`src/rtl/q_frag_pkg.sv`:
```
// Shared types and helpers for the Q_FRAG register bank.
// State encoding, cell-count bound and preload counter width.
package q_frag_pkg;

    typedef enum logic {
        RUN   = 1'b0,
        SHIFT = 1'b1
    } q_state_t;

    localparam int Q_FRAG_MAX_CELLS = 32;

    function automatic int cnt_w(input int n);
        return $clog2(n + 1);
    endfunction

endpackage

```
`src/rtl/q_frag_cell.sv`:
```
// One Q_FRAG output register.
// Provides the clear/set/enable/select mux, the preload shift-in path and the flop.
module q_frag_cell (
    input  logic clk,
    input  logic rst_n,
    input  logic shift_en,
    input  logic shift_in,
    input  logic qrt,
    input  logic qst,
    input  logic qen,
    input  logic qds,
    input  logic qdi,
    input  logic cz,
    output logic q
);

    logic q_reg;
    logic q_next;

    // The shift path overrides every functional control while a preload is running.
    always_comb begin
        q_next = q_reg;
        if (shift_en) begin
            q_next = shift_in;
        end else if (qrt) begin
            q_next = 1'b0;
        end else if (qst) begin
            q_next = 1'b1;
        end else if (qen) begin
            q_next = qds ? qdi : cz;
        end
    end

    always_ff @(posedge clk or negedge rst_n) begin
        if (!rst_n) begin
            q_reg <= 1'b0;
        end else begin
            q_reg <= q_next;
        end
    end

    assign q = q_reg;

endmodule

```
`src/rtl/q_frag_bank.sv`:
```
// Bank of N_CELLS Q_FRAG output registers with a serial preload path.
// Define Q_FRAG_READBACK_EN to add the RB_DATA/RB_VALID readback of the displaced word.
module q_frag_bank
    import q_frag_pkg::*;
#(
    parameter int N_CELLS = 4
) (
    input  logic               QCK,
    input  logic               QRN,
    input  logic [N_CELLS-1:0] CZ,
    input  logic [N_CELLS-1:0] QDI,
    input  logic [N_CELLS-1:0] QDS,
    input  logic               QEN,
    input  logic               QST,
    input  logic               QRT,
    input  logic               LD_VALID,
    input  logic [N_CELLS-1:0] LD_DATA,
    output logic               LD_READY,
    output logic [N_CELLS-1:0] QZ
`ifdef Q_FRAG_READBACK_EN
    ,
    output logic [N_CELLS-1:0] RB_DATA,
    output logic               RB_VALID
`endif
);

    localparam int CW = cnt_w(N_CELLS);
    localparam logic [CW-1:0] LAST = CW'(N_CELLS - 1);

    q_state_t           state_reg, state_next;
    logic [CW-1:0]      count_reg, count_next;
    logic [N_CELLS-1:0] shadow_reg, shadow_next;
    logic               shift_en;
    logic [N_CELLS-1:0] shift_in;

    always_comb begin
        state_next  = state_reg;
        count_next  = count_reg;
        shadow_next = shadow_reg;
        shift_en    = 1'b0;
        case (state_reg)
            RUN: begin
                if (LD_VALID) begin
                    shadow_next = LD_DATA;
                    count_next  = '0;
                    state_next  = SHIFT;
                end
            end
            SHIFT: begin
                shift_en    = 1'b1;
                shadow_next = shadow_reg << 1;
                count_next  = count_reg + CW'(1);
                if (count_reg == LAST) begin
                    state_next = RUN;
                end
            end
            default: state_next = RUN;
        endcase
    end

    always_ff @(posedge QCK or negedge QRN) begin
        if (!QRN) begin
            state_reg  <= RUN;
            count_reg  <= '0;
            shadow_reg <= '0;
        end else begin
            state_reg  <= state_next;
            count_reg  <= count_next;
            shadow_reg <= shadow_next;
        end
    end

    assign LD_READY = (state_reg == RUN);

    // Cell 0 takes the shadow MSB; each higher cell takes its lower neighbour.
    generate
        for (genvar gi = 0; gi < N_CELLS; gi++) begin : g_cell
            if (gi == 0) begin : g_head
                assign shift_in[gi] = shadow_reg[N_CELLS-1];
            end else begin : g_link
                assign shift_in[gi] = QZ[gi-1];
            end

            q_frag_cell u_cell (
                .clk      (QCK),
                .rst_n    (QRN),
                .shift_en (shift_en),
                .shift_in (shift_in[gi]),
                .qrt      (QRT),
                .qst      (QST),
                .qen      (QEN),
                .qds      (QDS[gi]),
                .qdi      (QDI[gi]),
                .cz       (CZ[gi]),
                .q        (QZ[gi])
            );
        end
    endgenerate

`ifdef Q_FRAG_READBACK_EN
    logic [N_CELLS-1:0] rb_shift_reg;
    logic [N_CELLS-1:0] rb_shift_next;
    logic               last_shift;

    assign last_shift = shift_en && (count_reg == LAST);

    // Collect bits leaving the top cell privately so RB_DATA only changes on completion.
    generate
        for (genvar gi = 0; gi < N_CELLS; gi++) begin : g_rb
            if (gi == 0) begin : g_head
                assign rb_shift_next[gi] = QZ[N_CELLS-1];
            end else begin : g_link
                assign rb_shift_next[gi] = rb_shift_reg[gi-1];
            end
        end
    endgenerate

    always_ff @(posedge QCK or negedge QRN) begin
        if (!QRN) begin
            rb_shift_reg <= '0;
            RB_DATA      <= '0;
            RB_VALID     <= 1'b0;
        end else begin
            if (shift_en) begin
                rb_shift_reg <= rb_shift_next;
            end
            if (last_shift) begin
                RB_DATA <= rb_shift_next;
            end
            RB_VALID <= last_shift;
        end
    end
`endif

endmodule

```
`config.mk`:
```
export PLATFORM = sky130hd
export DESIGN_NAME = q_frag_bank
export DESIGN_NICKNAME = d
export VERILOG_FILES = /design/src/rtl/q_frag_pkg.sv /design/src/rtl/q_frag_cell.sv /design/src/rtl/q_frag_bank.sv
export SDC_FILE = /design/constraint.sdc
export NUM_CORES = 1
export LEC_CHECK = 0
export ABC_CLOCK_PERIOD_IN_PS = 1400
export CORE_MARGIN = 5
export CORE_UTILIZATION = 40
export CTS_CLUSTER_DIAMETER = 200
export DETAILED_ROUTE_END_ITERATION = 10
export PLACE_DENSITY = 0.8
export REMOVE_ABC_BUFFERS = 1
export SKIP_LAST_GASP = 1
export SYNTH_ARGS = -nofsm -noshare
export SYNTH_HDL_FRONTEND = slang
export SYNTH_SLANG_ARGS = --single-unit
```
`constraint.sdc`:
```
create_clock -name QCK -period 1.4 [get_ports QCK]
set_input_delay 0.35 -clock QCK [delete_from_list [all_inputs] [get_ports QCK]]
set_output_delay 0.35 -clock QCK [all_outputs]
set_load 0.01 [all_outputs]
```
# --- Yosys cells after proc, flatten, opt, wreduce, memory -nomap -nowiden ---
# Index checks and enable logic that the tools add are counted.
word_totals:
  word_cells: 40
  out_inout_bits: 5
  regBits: 12
classes:
  n_reduce_logical: 1
  n_addsub: 1
  n_bitwise: 1
  muxes: 28
  n_eq_ne: 2
op_table:
  columns: ["op", "n"]
  rows:
  - ["two-way mux 1 bit", 23]
  - ["one-hot mux 4 bit (2 select lines)", 1]
  - ["one-hot mux 3 bit (2 select lines)", 1]
  - ["two-way mux 4 bit", 1]
  - ["nonzero test 4 bit", 1]
  - ["adder 3 x 1 -> 3 bit, second input constant", 1]
  - ["equality test 3 x 2 -> 1 bit, second input constant", 1]
  - ["two-way mux 3 bit", 1]
  - ["inequality test 2 bit, second input constant", 1]
  - ["one-hot mux 1 bit (2 select lines)", 1]
  - ["inverter 1 bit", 1]

# --- Longest topological paths before layout ---
# Gate-level depths: netlist (run 1).
depth:
  word_depth: 5
  mapped_depth: 4
  depth_no_buf: 3

# --- Hierarchy ---
# Synthesis (run 1) repeated with hierarchy kept, for this count alone.
unflattened:
  cells_unflattened: 56
  area_unflattened_um2: 619.3
modules_own_cells:
  columns: ["mod", "instances", "seq_area_each_um2", "cells_per_inst", "area_per_inst_um2"]
  rows:
  - ["q_frag_bank", 1, 200.2, 32, 369.1]
  - ["q_frag_cell", 4, 25.0, 6, 62.6]

# --- Worst setup path before layout (run 1) ---
# No wires, ideal clock.
synth_timing:
  path_type: "flip-flop to flip-flop"
  start: "reg state_reg"
  end: "reg g_cell[1].u_cell.q_reg"
  setup_ps: 125
  path_slack_ps: 193
  arrival_time_ps: 1082
  stages_incl_launch_ff: 5
  required_ps: 1275
  n_path_buf: 1
  period_less_slack_ps: 1207
  cell_sequence: "dfrtp_1 -> buf_6 -> nor4_4 -> or3_4 -> o21ai_2"
synth_via:
  elab_chain_len: 2
  word_cells_on_any_way: 3
synth_lines:
  columns: ["element", "line", "text"]
  rows:
  - ["from (decl)", "q_frag_bank.sv:30", "q_state_t state_reg, state_next;"]
  - ["from (signal assigned)", "q_frag_bank.sv:67", "state_reg <= state_next;"]
  - ["two-way mux 1 bit (*)", "q_frag_bank.sv:41", "case (state_reg)"]
  - ["nonzero test 4 bit (no line) / two-way mux 1 bit (equally long branches)", null, null]
  - ["to (signal assigned)", "q_frag_cell.sv:38", "q_reg <= q_next;"]
  - ["to (decl)", "q_frag_cell.sv:17", "logic q_reg;"]
# Mark *: on every way between the ends. The rest lies on a longest branch, timed or not.
# A chain may end at the register's enable or synchronous reset.

# --- Worst setup path in the final report (run 1) ---
layout_timing:
  start: "reg state_reg"
  end: "out LD_READY"
layout_via:
  elab_chain_len: 1
layout_lines:
  columns: ["element", "line", "text"]
  rows:
  - ["inverter 1 bit", null, null]
  - ["to (decl)", "q_frag_bank.sv:18", "output logic LD_READY,"]
# Every way passes these cells.

==> results of run 1 <==
## cells in the final DEF (no fill, tap or decap), drive strengths merged, types with 3 or more instances in the layout
master and count:
mux2i 4, dfrtp 12, nand2 5, buf 5, clkdlybuf4s50 21, nor2b 4, a211oi 4, o21ai 9
a22oi 4, clkbuf 3, dlygate4sd2 5
## kinds of logic (layout without fill, tap and decap cells)
kind of cell	after synthesis	after routing	share of synthesized area
compound gates	19	19	0.209
simple gates	13	13	0.131
flops	12	12	0.470
buf+inv	9	36	0.0881
mux	4	4	0.0626
fa+ha+maj	2	2	0.0391
## worst paths after layout
path	start	cells after the start	endpoint
setup / recovery	state_reg	2	LD_READY
hold / removal	QRN	2	shadow_reg[0]
setup reg to reg	state_reg	4	g_cell[2].u_cell.q
hold reg to reg	count_reg[2]	2	count_reg[2]
max in group asynchronous	QRN	2	g_cell[2].u_cell.q
min in group QCK	count_reg[2]	2	count_reg[2]
## worst max-delay path, cell delays in order (launching register included)
cell and delay [ns]:
dfrtp_1 0.38, inv_1 0.09, dlygate4sd2_1 0.27
## layout make-up
type	instances	area, sq um	share of cell area
Clock buffer	3	22.5	0.0244
Inverter	2	7.51	0.00812
Multi-Input combinational cell	38	283	0.306
Sequential cell	12	300	0.325
Tap cell	16	20.0	0.0217
Timing Repair Buffer	31	292	0.315
## routing by layer
| metal | global-route usage | part of all wire | up-vias |
|---|---|---|---|
| li1 | - | - | 261 |
| met1 | 0.115 | 0.38 | 239 |
| met2 | 0.195 | 0.50 | 22 |
| met3 | 0.0482 | 0.12 | 0 |
| met4 | 0.0393 | 0 | 0 |
| met5 | 0 | 0 | - |
## where the power goes
group	total [W]	switching [W]	internal (W)
combinational	0.000586	0.000279	0.000308
sequential	0.000579	0.0000859	0.000493
clock	0.000200	0.000101	0.0000992
## through the flow
step / power [W] / instances
6_report: 0.00137 / 102
5_1_grt: 0.00148 / 102
4_1_cts: 0.00140 / 102
3_5_place_dp: 0.00123 / 99
3_3_place_gp: 0.00120 / 99
2_1_floorplan: 0.000915 / 52
## repair_timing
action	CTS	global route
hold buffers	0	0
gates resized for setup	5	0
hold endpoints to repair	0	0
setup buffers	0	0
setup endpoints to repair	5	0
==> results.sh, run 1 <==
export IMPL_status="completed"
export IMPL_worstHoldPathType="input pin to async pin"
export IMPL_cts_tree="done"
export IMPL_rrSetupSlack_ns=0.15
export IMPL_synth_top_area_share=0.470
export IMPL_dpl_worst_slack_ns=-0.141
export IMPL_hold_ws_ns=0.380
export IMPL_gp_congestion=0.677
export IMPL_yosys_top_cells_count="12 x dfrtp_1, 5 x nand2_1, 5 x o21ai_0"
export IMPL_clk_pin_slew_worst_paths_ns=0.07
export IMPL_ir_drop_mv=0.685
export IMPL_cts_root_buf="clkbuf_4"
export IMPL_clockBufferDepth=2
export IMPL_hpwl_um=1090
export IMPL_p_leak_nw=0.415
export IMPL_syn_to_final_growth_pct=44.6
export IMPL_io_pins=27
export IMPL_io_buffers=26
export IMPL_core_area_sq_um=1510
export IMPL_place_area_sq_um=908
export IMPL_grt_total_usage=0.111
export IMPL_tightest_slew_ns=0.276
export IMPL_ys_top_cells_by_area="dfrtp_1 47%, mux2i_1 6.3%, o21ai_2 5.5%, a211oi_1 4.7%, a22oi_1 4.7%"
export IMPL_crit_required_ns=1.05
export IMPL_syn_area_per_cell_sq_um=10.8
export IMPL_rows=14
export IMPL_post_route_period_util=0.962
export IMPL_die_area_sq_um=2500
export IMPL_synthArstFlopShare=1.00
export IMPL_layout_min_cycle_time_ns=1.35
export IMPL_post_synth_top_count_cell="dfrtp_1"
export IMPL_max_freq_mhz=743
export IMPL_maxSlewViolCount=0
export IMPL_crit_type="register to primary output"
export IMPL_yosysWarnings=0
export IMPL_cts_buffers=3
export IMPL_fillers=143
export IMPL_p_per_area_nw_per_um2=1480
export IMPL_drt_pass1_iterations=2
export IMPL_vias=522
export IMPL_yosys_area_top_type="dfrtp_1"
export IMPL_ant_nets=0
export IMPL_drcViolationCount=0
export IMPL_first_global_vias=590
export IMPL_setup_viol=0
export IMPL_synth_seq_cells=12
export IMPL_maxCapViolations=0
export IMPL_startpoint_type="register"
export IMPL_final_core_util=0.614
export IMPL_critPathArrivalTime_ns=1.00
export IMPL_netlist_instances=59
export IMPL_antenna_cells=0
export IMPL_clock_sinks=12
export IMPL_grt_pass1_wl_um=2230
export IMPL_end_kind="primary output"
export IMPL_drive_gt1_frac=0.163
export IMPL_syn_cell_area_sq_um=639
export IMPL_critPathMaxFanout=3
export IMPL_viasPerCell=5.12
export IMPL_grt_overflow=0
export IMPL_start_util=0.424
export IMPL_grt_max_degree=17
export IMPL_worst_slack_ns=0.0534
export IMPL_synth_edf_count=0
export IMPL_cts_htree_levels=1
export IMPL_ys_types=18
export IMPL_setup_tns_ns=0
export IMPL_wl_per_cell_um=12.6
export IMPL_clock_skew_ns=0.00119
export IMPL_worstSkewPairLatency_ns=0.26
export IMPL_rsz0062_at_grt="no"
export IMPL_die_w_um=50.0
export IMPL_wirelength_um=1290
export IMPL_slew_headroom=0.815
export IMPL_yosysSeqAreaShare=0.470
export IMPL_final_net_count=112
export IMPL_fp_dieH_um=50.0
export IMPL_drtIter0Drc=4
export IMPL_antenna_found_initial=0
export IMPL_hold_viol=0
export IMPL_ys_flop_type="dfrtp_1"
export IMPL_stdcell_area_sq_um=925
Power figures use the tool's default switching activity.
==> run 2: changes to the inputs <==
CORE_MARGIN = 1   (was 5)
==> run 2 against run 1 <==
Effect of this change: maximum frequency is 2.0% higher; sequential power hardly changed; core utilization is 1.5 points higher; critical path type unchanged; critical endpoint is now QZ[1]; largest cell class unchanged.
==> results.sh, run 2 (synthesized netlist as in run 1, its figures left out) <==
export IMPL_cts_tree="done"
export IMPL_stdcell_count=104
export IMPL_status="completed"
export IMPL_grt_total_usage=0.153
export IMPL_final_net_count=113
export IMPL_p_per_area_nw_per_um2=1510
export IMPL_place_area_sq_um=916
export IMPL_final_cell_mix="21 x clkdlybuf4s50_1, 12 x dfrtp_1, 6 x buf_4, 5 x nand2_1, 5 x o21ai_0"
export IMPL_wl_per_cell_um=11.0
export IMPL_post_route_period_util=0.943
export IMPL_end_kind="primary output"
export IMPL_cts_htree_levels=1
export IMPL_rows=14
export IMPL_clockBufferDepth=2
export IMPL_stdcell_area_sq_um=947
export IMPL_crit_type="register to primary output"
export IMPL_crit_required_ns=1.05
export IMPL_slowest_stage="dfrtp_1"
export IMPL_hold_viol=0
export IMPL_slew_headroom=0.816
export IMPL_antenna_found_initial=0
export IMPL_fp_dieH_um=42.0
export IMPL_hpwl_um=979
export IMPL_drtIter0Drc=7
export IMPL_grt_pass1_wl_um=2040
export IMPL_wirelength_um=1140
export IMPL_drt_pass1_iterations=3
export IMPL_ir_drop_mv=0.676
export IMPL_place_inst=100
export IMPL_crit_chain="dlygate4sd2_1"
export IMPL_path_buf_inv=1
export IMPL_cts_buffers=3
export IMPL_reg2regPathDepth=5
export IMPL_slowest_delay_ns=0.41
export IMPL_layout_commonest_cell="clkdlybuf4s50_1"
export IMPL_fillers=138
export IMPL_maxSlewViolCount=0
export IMPL_start_util=0.424
export IMPL_ant_nets=0
export IMPL_final_core_util=0.629
export IMPL_gp_congestion=0.691
export IMPL_path_depth=1
export IMPL_setup_viol=0
export IMPL_drcViolationCount=0
export IMPL_tightest_slew_ns=0.275
export IMPL_clock_sinks=12
export IMPL_layout_min_cycle_time_ns=1.32
export IMPL_worstHoldPathType="input pin to async pin"
export IMPL_critPathArrivalTime_ns=0.97
export IMPL_startpoint_type="register"
export IMPL_rsz0062_at_grt="no"
export IMPL_max_freq_mhz=758
export IMPL_io_pins=27
export IMPL_cts_hold_buffers=0
export IMPL_drive_gt1_frac=0.182
export IMPL_cts_root_buf="clkbuf_4"
export IMPL_core_area_sq_um=1510
export IMPL_antenna_cells=0
export IMPL_p_leak_nw=0.425
export IMPL_syn_to_final_growth_pct=48.1
export IMPL_vias=524
export IMPL_critPathMaxFanout=3
export IMPL_die_w_um=42.0
export IMPL_clock_skew_ns=0.00182
export IMPL_postCtsSetupBuffers=0
export IMPL_setup_tns_ns=0
export IMPL_worstSkewPairLatency_ns=0.26
export IMPL_io_buffers=26
export IMPL_cp_top_family="flip-flops"
export IMPL_first_global_vias=540
export IMPL_clk_pin_slew_worst_paths_ns=0.07
export IMPL_die_area_sq_um=1760
export IMPL_maxCapViolations=0
export IMPL_viasPerCell=5.04
export IMPL_grt_max_degree=17
export IMPL_grt_overflow=0
run 2: through the flow:
stage          setup slack (ns)  hold slack, ns  power (W)
2_1_floorplan             0.109          0.0544   0.000915
6_report                 0.0803           0.380    0.00143
5_1_grt                  0.0244           0.378    0.00155
4_1_cts                  0.0508           0.382    0.00145
3_5_place_dp             -0.138           0.473    0.00122
3_3_place_gp             -0.108           0.464    0.00120
run 2: worst paths after layout:
kind | startpoint | endpoint | slack, ns
worst max-delay path | g_cell[1].u_cell.q | QZ[1] | 0.08
worst min-delay path | QRN | shadow_reg[0] | 0.38
worst max register to register | state_reg | g_cell[1].u_cell.q | 0.16
worst min register to register | count_reg[0] | count_reg[0] | 0.48
max in group asynchronous | QRN | count_reg[1] | 0.88
min in group QCK | count_reg[0] | count_reg[0] | 0.48
run 2: timing repair:
action / 4_1_cts / 5_1_grt
resized for setup: 5 / 1
setup endpoints to repair: 5 / 1
pin swaps: 0 / 0
cloned: 0 / 0
endpoints found under the hold margin: 0 / 0
run 2: area by class of cell:
class | count | area [sq um] | share of cell area
multi-input combinational | 38 | 283 | 0.299
timing repair buffer | 32 | 300 | 0.317
sequential | 12 | 300 | 0.317
tap | 16 | 20.0 | 0.0211
clock buffer | 4 | 36.3 | 0.0383
inverter | 2 | 7.51 | 0.00793
run 2: power breakdown:
part	switching (W)	total, W	internal, W
registers	0.0000855	0.000579	0.000493
clock network	0.000107	0.000265	0.000158
logic	0.000278	0.000589	0.000312
total	0.000470	0.00143	0.000963
run 2: layer usage:
metal	vias up	global-route usage	wire length, um
li1	264	-	-
met1	236	0.169	464
met2	24	0.272	581
met3	0	0.0474	98
met4	0	0.0581	0
met5	-	0	0
